## src/rtl/slot_spi_pkg.sv

```systemverilog
// Shared constants, opcode/state encodings and the status-word builder for the
// SPI game-state link.
package slot_spi_pkg;

    localparam int FRAME_BITS = 16;
    localparam int CREDIT_W   = 12;
    localparam int REEL_W     = 4;
    localparam int BITCNT_W   = 5;

    localparam logic [BITCNT_W-1:0] BITCNT_MAX = '1;

    typedef enum logic [3:0] {
        OP_NOP   = 4'h0,
        OP_REELS = 4'h1,
        OP_SPIN  = 4'h2,
        OP_WIN   = 4'h3,
        OP_TOTAL = 4'h4
    } opcode_e;

    typedef enum logic [1:0] {
        IDLE   = 2'd0,
        SHIFT  = 2'd1,
        COMMIT = 2'd2
    } state_e;

    // Word returned to the host on sdo, MSB first.
    function automatic logic [FRAME_BITS-1:0] status_word(
        input logic                busy,
        input logic                win_valid,
        input logic                total_valid,
        input logic [CREDIT_W-1:0] total
    );
        return {busy, win_valid, total_valid, 1'b0, total};
    endfunction

endpackage

```

## src/rtl/sync_edge_detect.sv

```systemverilog
// Multi-flop synchronizer for an asynchronous pad with registered rise/fall
// pulses derived from the synchronized level.
module sync_edge_detect #(
    parameter int STAGES = 2
) (
    input  logic clk,
    input  logic reset,
    input  logic din,
    output logic level,
    output logic rise,
    output logic fall
);

    logic [STAGES-1:0] sync_q;
    logic              prev_q;
    logic              rise_q;
    logic              fall_q;

    always_ff @(posedge clk) begin
        if (reset) begin
            sync_q <= '0;
            prev_q <= 1'b0;
            rise_q <= 1'b0;
            fall_q <= 1'b0;
        end else begin
            sync_q <= {sync_q[STAGES-2:0], din};
            prev_q <= sync_q[STAGES-1];
            rise_q <= sync_q[STAGES-1] & ~prev_q;
            fall_q <= ~sync_q[STAGES-1] & prev_q;
        end
    end

    assign level = sync_q[STAGES-1];
    assign rise  = rise_q;
    assign fall  = fall_q;

endmodule

```

## src/rtl/spi_game_link.sv

```systemverilog
// SPI slave that decodes 16-bit game-state frames from the host into registered
// reel/spin/credit controls and returns a status word on sdo.
module spi_game_link
    import slot_spi_pkg::*;
#(
    parameter int SYNC_STAGES = 2
) (
    input  logic                clk,
    input  logic                reset,
    input  logic                sclk,
    input  logic                copi,
    input  logic                cs,
    output logic                sdo,
    input  logic                done,
    output logic [REEL_W-1:0]   reel1_idx,
    output logic [REEL_W-1:0]   reel2_idx,
    output logic [REEL_W-1:0]   reel3_idx,
    output logic                start_spin,
    output logic [CREDIT_W-1:0] win_credits,
    output logic                is_win,
    output logic [CREDIT_W-1:0] total_credits,
    output logic                is_total,
    output logic                spin_busy,
    output logic                frame_err
);

    localparam int PAD_SCLK = 0;
    localparam int PAD_COPI = 1;
    localparam int PAD_CS   = 2;

    logic [2:0] pad_vec;
    logic [2:0] pad_lvl;
    logic [2:0] pad_rise;
    logic [2:0] pad_fall;

    assign pad_vec = {cs, copi, sclk};

    for (genvar gi = 0; gi < 3; gi++) begin : g_sync
        sync_edge_detect #(
            .STAGES (SYNC_STAGES)
        ) u_sync (
            .clk   (clk),
            .reset (reset),
            .din   (pad_vec[gi]),
            .level (pad_lvl[gi]),
            .rise  (pad_rise[gi]),
            .fall  (pad_fall[gi])
        );
    end

    logic sclk_rise, sclk_fall, copi_lvl, cs_rise, cs_fall;
    assign sclk_rise = pad_rise[PAD_SCLK];
    assign sclk_fall = pad_fall[PAD_SCLK];
    assign copi_lvl  = pad_lvl[PAD_COPI];
    assign cs_rise   = pad_rise[PAD_CS];
    assign cs_fall   = pad_fall[PAD_CS];

    logic unused_sync;
    assign unused_sync = ^{pad_lvl[PAD_SCLK], pad_lvl[PAD_CS],
                           pad_rise[PAD_COPI], pad_fall[PAD_COPI]};

    state_e                        state_q, state_d;
    logic [BITCNT_W-1:0]           bit_cnt_q, bit_cnt_d;
    logic [FRAME_BITS-1:0]         rx_q, rx_d;
    logic [FRAME_BITS-1:0]         tx_q, tx_d;
    logic                          pend_q, pend_d;
    logic                          sdo_q, sdo_d;
    logic [2:0][REEL_W-1:0]        reel_q, reel_d;
    logic [CREDIT_W-1:0]           win_q, win_d;
    logic                          is_win_q, is_win_d;
    logic [CREDIT_W-1:0]           total_q, total_d;
    logic                          is_total_q, is_total_d;
    logic                          busy_q, busy_d;
    logic                          start_q, start_d;
    logic                          ferr_q, ferr_d;

    opcode_e                       op;
    logic [CREDIT_W-1:0]           payload;

    always_comb begin
        state_d    = state_q;
        bit_cnt_d  = bit_cnt_q;
        rx_d       = rx_q;
        tx_d       = tx_q;
        pend_d     = pend_q;
        reel_d     = reel_q;
        win_d      = win_q;
        is_win_d   = is_win_q;
        total_d    = total_q;
        is_total_d = is_total_q;
        busy_d     = busy_q;
        start_d    = 1'b0;
        ferr_d     = 1'b0;
        op         = opcode_e'(rx_q[FRAME_BITS-1 -: 4]);
        payload    = rx_q[CREDIT_W-1:0];

        // A spin command committing in the same cycle overrides this below.
        if (done) begin
            busy_d = 1'b0;
        end

        unique case (state_q)
            IDLE: begin
                if (cs_fall || pend_q) begin
                    state_d   = SHIFT;
                    bit_cnt_d = '0;
                    pend_d    = 1'b0;
                    tx_d      = status_word(busy_q, is_win_q, is_total_q, total_q);
                end
            end
            SHIFT: begin
                if (sclk_rise) begin
                    rx_d = {rx_q[FRAME_BITS-2:0], copi_lvl};
                    if (bit_cnt_q != BITCNT_MAX) begin
                        bit_cnt_d = bit_cnt_q + 1'b1;
                    end
                end
                if (sclk_fall) begin
                    tx_d = {tx_q[FRAME_BITS-2:0], 1'b0};
                end
                if (cs_rise) begin
                    state_d = COMMIT;
                end
            end
            COMMIT: begin
                state_d = IDLE;
                pend_d  = cs_fall;
                if (bit_cnt_q != BITCNT_W'(FRAME_BITS)) begin
                    ferr_d = 1'b1;
                end else begin
                    case (op)
                        OP_NOP: ;
                        OP_REELS: begin
                            if (busy_q) begin
                                ferr_d = 1'b1;
                            end else begin
                                reel_d[0] = payload[11:8];
                                reel_d[1] = payload[7:4];
                                reel_d[2] = payload[3:0];
                            end
                        end
                        OP_SPIN: begin
                            if (busy_q) begin
                                ferr_d = 1'b1;
                            end else begin
                                start_d  = 1'b1;
                                busy_d   = 1'b1;
                                is_win_d = 1'b0;
                            end
                        end
                        OP_WIN: begin
                            win_d    = payload;
                            is_win_d = 1'b1;
                        end
                        OP_TOTAL: begin
                            total_d    = payload;
                            is_total_d = 1'b1;
                        end
                        default: ferr_d = 1'b1;
                    endcase
                end
            end
            default: state_d = IDLE;
        endcase

        sdo_d = (state_d == SHIFT) ? tx_d[FRAME_BITS-1] : 1'b0;
    end

    always_ff @(posedge clk) begin
        if (reset) begin
            state_q    <= IDLE;
            bit_cnt_q  <= '0;
            rx_q       <= '0;
            tx_q       <= '0;
            pend_q     <= 1'b0;
            sdo_q      <= 1'b0;
            reel_q     <= '0;
            win_q      <= '0;
            is_win_q   <= 1'b0;
            total_q    <= '0;
            is_total_q <= 1'b0;
            busy_q     <= 1'b0;
            start_q    <= 1'b0;
            ferr_q     <= 1'b0;
        end else begin
            state_q    <= state_d;
            bit_cnt_q  <= bit_cnt_d;
            rx_q       <= rx_d;
            tx_q       <= tx_d;
            pend_q     <= pend_d;
            sdo_q      <= sdo_d;
            reel_q     <= reel_d;
            win_q      <= win_d;
            is_win_q   <= is_win_d;
            total_q    <= total_d;
            is_total_q <= is_total_d;
            busy_q     <= busy_d;
            start_q    <= start_d;
            ferr_q     <= ferr_d;
        end
    end

    assign sdo           = sdo_q;
    assign reel1_idx     = reel_q[0];
    assign reel2_idx     = reel_q[1];
    assign reel3_idx     = reel_q[2];
    assign start_spin    = start_q;
    assign win_credits   = win_q;
    assign is_win        = is_win_q;
    assign total_credits = total_q;
    assign is_total      = is_total_q;
    assign spin_busy     = busy_q;
    assign frame_err     = ferr_q;

endmodule

```

## config.mk

```make
export PLATFORM = sky130hd
export DESIGN_NAME = spi_game_link
export DESIGN_NICKNAME = d
export VERILOG_FILES = /design/src/rtl/slot_spi_pkg.sv /design/src/rtl/sync_edge_detect.sv /design/src/rtl/spi_game_link.sv
export SDC_FILE = /design/constraint.sdc
export NUM_CORES = 1
export LEC_CHECK = 0
export CAP_MARGIN = 25
export CORE_UTILIZATION = 48
export DETAILED_ROUTE_END_ITERATION = 8
export PLACE_DENSITY = 0.8
export SKIP_CTS_REPAIR_TIMING = 1
export SYNTH_ARGS = -nofsm -noshare
export SYNTH_HDL_FRONTEND = slang
export SYNTH_SLANG_ARGS = --single-unit
```

## constraint.sdc

```tcl
create_clock -name clk -period 1.7 [get_ports clk]
set_input_delay 0.34 -clock clk [delete_from_list [all_inputs] [get_ports clk]]
set_output_delay 0.34 -clock clk [all_outputs]
set_load 0.01 [all_outputs]
```

==> impl_results.md, run 1 <==
- Outcome: complete, but fails checks
- Failing checks: negative setup slack
- Post-placement cell count: 497
- Setup WS pre-CTS: -0.06257 ns
- Synth Area in Compound Gates: 9.541%
- Start point of the critical path: bit_cnt_q[0]$_SDFFE_PP0P_
- GRT Util Overall: about 19%
- GPL Wtd Cong: about 0.75
- Final Setup Violations: 1
- Mux cell area share after synthesis: 10.94%
- Dpl cell area: 4156 µm²
- Total CTS buffers: 9
- Metal3 WL: 366 µm
- Largest cells by area after synthesis: dfxtp_1 (54%), mux2i_1 (11%), nand2_1 (5.4%), a21oi_1 (5.0%), nor2_1 (4.8%)
- Area of the multi-input gates: about 1500 µm²
- Final-layout fill cell count: roughly 550
- Synthesized instance count: between 300 and 400
- Worst Setup EP: bit_cnt_q[3]$_SDFFE_PP0P_
- Htree depth: 3
- Clk pwr share: between 40% and 50%
- Setup WS post-layout: -0.02632 ns
- Asr flop ratio synth: 0%
- Max Slew Vio Count: 0
- Later-pin clock latency in the skew report: around 0.36 ns
- Comb pwr share: between 1.5 and 2%
- Antenna violations before repair: 0
- Final cell count without fillers: 515
- Die H: 87.25 µm
- Crit share post-route: 101.5%
- R2R cell count: 8
- CP Class: reg2reg
- M1 wire length: 3322 µm
- Final non-filler cell area: 4462 µm²
- DR iter-0 viols: 84
- Yosys top cell area share: 53.95%
- Commonest register cell after synthesis: dfxtp_1
- Post-DP HPWL: 4799 µm
- Drt drc: 0
- Root Buffer: clkbuf_8
- Max Cap Viol: 0
- Routed wire length: 7233 µm
- Full die area: 7613 µm²
- HP Start: reset
- Routed vias: between 2000 and 3000
- Post-synth EDFFs: 0
- Fin. Hold Viols: 0
- RR Startpoint: bit_cnt_q[0]$_SDFFE_PP0P_
- First-pass GRT wire length: 11220 µm
- Area of the mapped netlist: 3488 µm²
- Cell Rows: 30
- Post-Syn Nets: 368
- Worst-path clk slew: 0.10 ns
- Worst slew pin tran: approximately 0.52 ns
- Distinct cells, synth: 42
- Startpoint types: register
- Slew Limit Headroom: 64.44%
- Nets: approximately 420
- R2R setup slack: -0.03 ns
- Vias/cell: 5.262
- Core Area: 6907 µm²
- Die width: 87.25 µm
- Total power: 3846 µW
- Sw Pwr: 861.4 µW
- Sw Share: 22.40%
- Fmax: just under 600 MHz
- Ports: 48
- Pwr/cell area: 862.1 nW/µm²
- Pre-antenna DRT Iters: 5
- CTS tree: built
- Top Layer Used: met4
- Simple-gate share of the synthesized area: 19.40%
- Starting Density: 50.51%
- Clock sink count: 94
- Port bufs: 47
- Ratio of cells with drive above 1 in the final layout: 14.32%
- Peak supply drop: 0.0005390 V
- Seq pwr share: 57.5%
- Clock Path Buffers: 2
- Post-Synth XOR/XNOR Area: less than 1%
- Vias in the first global route: roughly 2300
- Yosys reg bits: 94
- Worst Setup End Kind: register
- Worst EP required: approximately 2 ns
- Ant diodes: 0
- Syn avg cell area: just under 10 µm²
- Wire length on met2: 3404 µm
- GRT Residual Overflow: 0
- WL/cell: 14.04 µm
- FF-to-FF End: bit_cnt_q[3]$_SDFFE_PP0P_
- Most frequent cell after synthesis: dfxtp_1
- Pin count of the biggest net entering global routing: 41
- WP data arrival: 2.02 ns
- Unrepaired setup endpoints after global routing: true
- Min-delay worst type: in2reg
- YS warnings: 0
- Pint: 2985 µW
- Minimum clock period: 1.726 ns
- Post-synthesis adder-cell area fraction: 1.076%
- Largest family of logic cells by synthesized area: simple AND/OR/NAND/NOR gates
- Register area: 1891 µm²
- Register area share after synthesis: between 50% and 60%
- Cell taking the most area after synthesis: dfxtp_1
- Commonest cells in the netlist: dfxtp_1 (94), nand2_1 (50), nor2_1 (45), mux2i_1 (37), a21oi_1 (35)
- Lkg Pwr: 0.001839 µW
- Final ANT Viol Nets: 0
- Worst-path maximum fanout: 4
- Clk_skew: 0.01209 ns
- Area grow syn2layout: 27.91%
-- worst min path at each step --
stage,cells after the start,to,slack (ns)
after floorplan,1,g_sync[0].u_sync.rise$_SDFF_PP0_,0.38
after global placement,1,g_sync[0].u_sync.rise$_SDFF_PP0_,0.39
after detailed placement,1,g_sync[0].u_sync.rise$_SDFF_PP0_,0.40
after CTS,2,win_credits[5]$_SDFFE_PP0P_,0.40
after global routing,2,win_credits[5]$_SDFFE_PP0P_,0.40
final,2,win_credits[5]$_SDFFE_PP0P_,0.39
-- cells in the final DEF (no fill, tap or decap), types with 4 or more instances in the layout --
cell type / netlist / final
dfxtp_1: 94 / 89
nand4_1: 4 / 4
clkdlybuf4s50_1: 0 / 45
buf_4: 4 / 15
mux2i_1: 37 / 37
a21oi_1: 35 / 35
nor2_1: 45 / 45
buf_12: 0 / 5
nor2b_1: 13 / 13
a22oi_1: 15 / 15
clkbuf_8: 0 / 10
nand2_1: 50 / 50
dfxtp_2: 0 / 4
-- cell type report --
cell class              instances  area share [%]
flip-flops and latches         94           42.37
multi-input cells             236           33.68
repair buffers                 69           16.07
clock buffers                  10           3.085
well taps                      96           2.692
clock inverters                 6           1.767
inverters                       4          0.3365
-- registers in the layout, summed over array words and instances (netlist names) --
register / count
bit_cnt_q: 5
frame_err: 1
g_sync.u_sync.fall: 2
g_sync.u_sync.prev_q: 2
g_sync.u_sync.rise: 2
g_sync.u_sync.sync_q: 6
is_total: 1
is_win: 1
pend_q: 1
reel1_idx: 4
reel2_idx: 4
reel3_idx: 4
rx_q: 16
sdo: 1
spin_busy: 1
start_spin: 1
state_q: 2
total_credits: 12
tx_q: 16
win_credits: 12
-- power groups by stage --
stage | combinational, µW | clock, µW | sequential [µW]
after detailed placement | 72.1 | 0 | 2270
after CTS | 72.6 | 1590 | 2210
after global placement | 71.5 | 0 | 2270
after global routing | 79.0 | 1710 | 2220
final | 72.2 | 1560 | 2210
after floorplan | 45.8 | 0 | 2260
-- cells by family (layout without fill, tap and decap cells) --
kind of cell | count (synthesis) | in the layout
simple gates | 136 | 136
flops | 94 | 94
compound gates | 56 | 56
mux | 38 | 38
buf+inv | 29 | 89
fa+ha+maj | 3 | 3
xor+xnor | 3 | 3
-- stage by stage --
stage               utilization [%]  hold WS [ns]  TNS (ns)
finish                        64.60        0.3941  -0.02632
global route                  64.60        0.4038    -1.400
CTS                           63.32        0.3960   -0.2457
detailed placement            60.18        0.3975  -0.06257
global placement              60.18        0.3888         0
floorplan                         -        0.3835         0
-- metal layers --
layer / vias to the layer above / global-route usage, %
met5: - / 0
met4: 0 / 7.452
met1: 1282 / 24.82
met3: 14 / 6.161
met2: 78 / 30.40
li1: 1336 / -
-- critical path: stages, from the launching register on --
cell and delay (ns):
dfxtp_2 0.35, ha_4 0.15, and3_4 0.17, ha_4 0.15, nor4bb_2 0.25, buf_4 0.17, nand4_1 0.10, xor2_1 0.17
nor3_2 0.15
No activity file was read; power rests on OpenSTA's default activity.
==> inputs of run 2 (changes only) <==
--- a/config.mk
+++ b/config.mk
@@ -9,6 +9,7 @@
 export CORE_UTILIZATION = 48
 export DETAILED_ROUTE_END_ITERATION = 8
 export PLACE_DENSITY = 0.8
+export SETUP_SLACK_MARGIN = 0.3
 export SKIP_CTS_REPAIR_TIMING = 1
 export SYNTH_ARGS = -nofsm -noshare
 export SYNTH_HDL_FRONTEND = slang
==> impl_results.md, run 2 (synthesis results as in run 1) <==
- Worst-path maximum fanout: 4
- Slew Limit Headroom: 64.42%
- Die width: ~87 µm
- Comb pwr share: 2.1%
- Final Setup Violations: 2
- Total CTS buffers: 9
- DR iter-0 viols: 141
- Clk_skew: roughly 0.016 ns
- Worst slew pin tran: 0.5203 ns
- Register area: 1901 µm²
- R2R cell count: 8
- Core Area: 6907 µm²
- Pre-antenna DRT Iters: 4
- Vias in the first global route: 2643
- Startpoint types: register
- Antenna violations before repair: 0
- Starting Density: between 50% and 60%
- Final non-filler cell area: 4741 µm²
- Pin count of the biggest net entering global routing: 48
- Seq pwr share: 60.0%
- GPL Wtd Cong: 0.7879
- Pint: between 2000 and 3000 µW
- Min-delay worst type: in2reg
- Routed vias: 2775
- Nets: 430
- WP data arrival: 2.03 ns
- Root Buffer: clkbuf_8
- R2R setup slack: -0.04 ns
- Fin. Hold Viols: 0
- Die H: 87.25 µm
- Worst Setup EP: bit_cnt_q[3]$_SDFFE_PP0P_
- Final-layout fill cell count: 529
- Worst Setup End Kind: register
- GRT Util Overall: 21.12%
- Outcome: complete, but fails checks
- Pwr/cell area: 777.4 nW/µm²
- Crit share post-route: 102.5%
- Commonest non-fill, non-tap cell in the layout: dfxtp_1
- RR Startpoint: bit_cnt_q[1]$_SDFFE_PP0P_
- Largest regs: rx_q (16), tx_q (16)
- Routed wire length: 8377 µm
- Final hold slack: between 0.3 and 0.4 ns
- GRT Residual Overflow: 0
- Max Cap Viol: 0
- Lkg Pwr: 0.002618 µW
- Post-DP HPWL: 5032 µm
- Worst EP required: 1.99 ns
- Drt drc: 0
- Max Slew Vio Count: 0
- Final ANT Viol Nets: 0
- FF-to-FF End: bit_cnt_q[3]$_SDFFE_PP0P_
- Htree depth: 3
- Minimum clock period: 1.742 ns
- Worst path cell trace: ha_4 -> and3_4 -> ha_4 -> nor4bb_4 -> buf_4 -> nand4_1 -> xor2_1 -> nor3_2
- First-pass GRT wire length: 12290 µm
- Port bufs: 47
- Ports: 48
- CP Class: reg2reg
- Area grow syn2layout: 35.90%
- Slowest CP cell: dfxtp_2
- Vias/cell: 5.316
- Start point of the critical path: bit_cnt_q[1]$_SDFFE_PP0P_
- Full die area: 7613 µm²
- Core Util, Final: 68.64%
- Failing checks: negative setup slack
- Setup WS pre-CTS: -0.1607 ns
- Worst-path clk slew: 0.09 ns
- Area of the multi-input gates: 1613 µm²
- Later-pin clock latency in the skew report: 0.36 ns
- Ant diodes: 0
- Clock sink count: 94
- Ratio of cells with drive above 1 in the final layout: between 20% and 30%
- Unrepaired setup endpoints after global routing: true
- Delay of the slowest critical-path stage: 0.34 ns
- Clock Path Buffers: 2
- Sw Share: 23.27%
- Clk pwr share: 37.9%
- Most used cell along the critical path: ha_4
- Cell Rows: 30
- Sw Pwr: roughly 860 µW
- Total power: 3686 µW
- CTS tree: built
- Dpl cell area: 4184 µm²
- WL/cell: 16.05 µm
- Peak supply drop: 0.0005529 V
- Most frequent cells in the layout: dfxtp_1 (83), nand2_1 (50), nor2_1 (44), dlymetal6s2s_1 (41), mux2i_1 (35)
- Fmax: 574.1 MHz
- Setup WS post-layout: -0.04197 ns
[run 2: cell types whose count changed in the layout (fill, tap and decap cells not counted), moves of 5 or more]
cell / before / now
clkdlybuf4s50_1: 45 / 5
dlymetal6s2s_1: 1 / 41
a22oi_1: 15 / 9
buf_6: 1 / 8
dfxtp_1: 89 / 83
a22oi_2: 0 / 6
dfxtp_2: 4 / 9
[run 2: worst min path at each step]
stage                                             to                               start  cells past startpoint  slack (ns)
6_report       g_sync[2].u_sync.sync_q[1]$_SDFF_PP0_                               reset                      2        0.39
5_1_grt        g_sync[2].u_sync.sync_q[1]$_SDFF_PP0_                               reset                      2        0.41
4_1_cts        g_sync[2].u_sync.sync_q[0]$_SDFF_PP0_                               reset                      2        0.37
3_5_place_dp        g_sync[2].u_sync.rise$_SDFF_PP0_  g_sync[2].u_sync.prev_q$_SDFF_PP0_                      1        0.40
3_3_place_gp        g_sync[0].u_sync.rise$_SDFF_PP0_  g_sync[0].u_sync.prev_q$_SDFF_PP0_                      1        0.39
2_1_floorplan       g_sync[0].u_sync.rise$_SDFF_PP0_  g_sync[0].u_sync.prev_q$_SDFF_PP0_                      1        0.38
[run 2: final cells by class]
class                   instances  area share [%]
multi-input cells             236           34.02
well taps                      96           2.534
clock inverters                 6           1.082
flip-flops and latches         94           40.09
repair buffers                 76           19.00
inverters                       4          0.3695
clock buffers                  10           2.903
[run 2: power by group through the flow]
stage	sequential (µW)	combinational [µW]	clock, µW
5_1_grt	2210	84.5	1520
2_1_floorplan	2260	46.4	0
6_report	2210	77.1	1400
3_3_place_gp	2270	68.0	0
3_5_place_dp	2270	68.9	0
4_1_cts	2210	69.1	1420
[run 2: per-layer routing]
layer  track usage, %  part of all wire [%]  up-vias
met5                0                     0        -
met4            10.43                   2.3        0
met3            4.455                   4.2       15
met2            34.02                    51       67
met1            26.87                    43     1350
li1                 -                     -     1343
[run 2: per-stage QoR]
step / std cells / setup TNS [ns]
after floorplan: 359 / 0
after CTS: 514 / -0.4387
after global placement: 498 / -0.09019
final: 522 / -0.08233
after detailed placement: 498 / -0.3247
after global routing: 522 / -1.089
[run 2: critical path: cells and delay by family, from the launching register on]
family	cells	cell delay, ns
AND/OR/NAND/NOR	4	0.68
flip-flops	1	0.34
adder cells (fa/ha/maj)	2	0.32
buffers and inverters	1	0.18
XOR/XNOR	1	0.17
==> RTL edit (settings of run 1) <==
Re-encode `state_e` (3 states) as one-hot, 3 bits wide.
--- a/src/rtl/slot_spi_pkg.sv
+++ b/src/rtl/slot_spi_pkg.sv
@@ -17,10 +17,10 @@
         OP_TOTAL = 4'h4
     } opcode_e;
 
-    typedef enum logic [1:0] {
-        IDLE   = 2'd0,
-        SHIFT  = 2'd1,
-        COMMIT = 2'd2
+    typedef enum logic [2:0] {
+        IDLE   = 3'b001,
+        SHIFT  = 3'b010,
+        COMMIT = 3'b100
     } state_e;
 
     // Word returned to the host on sdo, MSB first.
Behaviour: no difference found for any inputs over 10 cycles, from zero or initial values and one cycle with reset high; not proved beyond that.
==> RTL edit against run 1 <==
- the flow still finishes with violations (negative setup slack)
- sequential cell count rose by 1
- global-route usage up 3.0 points
- first-iteration DRC count rose to 3.2 times the old value
- wire length is 22% higher
- cell area up 6.7%
- power up 1.5%
- area after synthesis is 0.97% higher
- worst setup slack got worse by 0.20 ns
- worst hold slack worse by 0.054 ns
- highest routed layer unchanged
==> RTL edit: results (changes against run 1) <==
stage	metric	value	unit	change
sta	setup_ws	-0.225	ns	-0.199 ns
route	drtIter0Drc	266		+220%
sta	whs	0.340	ns	-0.0538 ns
synth	synth_cell_types	45		+7.1%
route	vias	3067		+13%
clock_tree	clk_latency	0.36	ns	about the same
run_status	violations	negative setup slack		
clock_tree	cts_inserted_buffers	9		unchanged
setup_path	path_max_fanout	13		+9
hold_path	hold_end	bit_cnt_q[1]		
clock_tree	cts_root_buffer	clkbuf_8		
sta	fin_skew	0.00784	ns	-0.00425 ns
synth	yosysSeqAreaShare	54.0	%	about the same
grt	grt_max_degree	31		-24%
synth	synthTopCellsByArea	dfxtp_1 (54%), nand2_1 (8.2%), a21oi_1 (7.2%)		
placement	portBuffers	47		unchanged
setup_path	slowest_stage	or4_4		
power	switching_share	23.5	%	+1.1 points
grt	antenna_found_initial	0		unchanged
route	route.detailed.wl_per_inst	15.8	um	+12%
sta	slew_headroom	76.5	%	+12 points
cells_and_area	reg_top3	rx_q: 16 flops, tx_q: 16 flops		
run_status	status	finished, violations left		
setup_path	r2r_start	bit_cnt_q[2]		
power	ir_worst_vdd	0.000446	V	-17%
cells_and_area	post_route_cells_drive_above_1_share	21.6	%	+7.3 points
placement	gp_congestion	0.827		+11%
synth	ys_top_cells_by_count	dfxtp_1 (95), nand2_1 (77), a21oi_1 (51)		
cells_and_area	nets	466		+10%
clock_tree	cts_buffer_depth	2		unchanged
setup_path	cpPeakStageDelay	0.55	ns	+0.20 ns
power	p_leak	1.75	nW	-4.8%
setup_path	r2r_cells	5		-3
placement	dp_hpwl	5390	um	+12%
cells_and_area	num_antenna_cells	0		unchanged
setup_path	r2r_slack	-0.23	ns	-0.20 ns
synth	synth_warnings	0		unchanged
grt	grtUsageTotal	22.4	%	+3.0 points
synth	mappedNetlistNets	397		+7.9%
synth	ys_async_sr_fraction	0	%	unchanged
route	first_pass_iters	4		-1
clock_tree	htreeDepth	3		unchanged
hold_path	min_from	reset		
clock_tree	clkTransAtPathRegs	0.10	ns	about the same
sta	setup_viol	44		+43
sta	fin_tns_setup	-6.57	ns	-6.54 ns
placement	place_area	0.00429	sq mm	+3.2%
setup_path	worstReg2RegEnd	total_credits[10]		
hold_path	hold_path_depth	2		unchanged
grt	grt_pass1_vias	2671		+14%
grt	grt_first_pass_wirelength	13100	um	+17%
hold_path	hp-class	in -> reg		
setup_path	critPathArrivalTime	2.19	ns	+0.17 ns
==> RTL edit: power by group through the flow <==
stage | Sequential, mW | Combinational, mW | Clock [mW]
6_report | 2.24 | 0.0779 | 1.59
5_1_grt | 2.24 | 0.0843 | 1.70
3_3_place_gp | 2.29 | 0.0718 | 0
2_1_floorplan | 2.29 | 0.0442 | 0
4_1_cts | 2.24 | 0.0730 | 1.61
3_5_place_dp | 2.29 | 0.0728 | 0
==> RTL edit: final cells by class <==
class,count,area [sq um]
Multi-Input combinational cell,261,1670
Timing Repair Buffer,84,812
Clock inverter,7,95.1
Tap cell,96,120
Fill cell,500,2180
Clock buffer,9,124
Sequential cell,95,1910
Inverter,6,22.5
==> RTL edit: how the worst max path moves through the flow <==
stage	startpoint	to	slack [ns]	cells past startpoint
after floorplan	bit_cnt_q[2]	total_credits[3]	-0.26	6
after global placement	bit_cnt_q[0]	win_credits[10]	-0.29	9
after detailed placement	bit_cnt_q[0]	win_credits[9]	-0.39	9
after CTS	bit_cnt_q[0]	win_credits[3]	-0.46	9
after global routing	bit_cnt_q[0]	bit_cnt_q[1]	-0.30	7
final	bit_cnt_q[2]	total_credits[10]	-0.23	5
==> RTL edit: logic make-up after synthesis <==
group	share of synthesized area [%]
AND/OR/NAND/NOR	21.3
adder cells (fa/ha/maj)	1.07
flip-flops	54.0
multiplexers	6.82
buffers and inverters	3.80
AO/OA/AOI/OAI	13.0
==> RTL edit: worst max-delay path, delay by kind of cell (launching register included) <==
kind / cells / cell delay (ns)
simple gates: 3 / 1.15
flops: 1 / 0.34
mux: 1 / 0.15
buf+inv: 1 / 0.17
==> RTL edit: per-stage QoR <==
| step | worst slack (ns) | cells |
|---|---|---|
| floorplan | -0.265 | 388 |
| global placement | -0.286 | 538 |
| detailed placement | -0.388 | 538 |
| CTS | -0.460 | 554 |
| global route | -0.302 | 558 |
| finish | -0.225 | 558 |
==> RTL edit: per-layer routing <==
| metal | wire length [um] | GRT usage [%] | vias to the layer above |
|---|---|---|---|
| met5 | 0 | 0 | - |
| met4 | 187 | 11.5 | 0 |
| met3 | 561 | 4.81 | 17 |
| met2 | 4150 | 33.0 | 119 |
| met1 | 3910 | 31.0 | 1466 |
| li1 | - | - | 1465 |
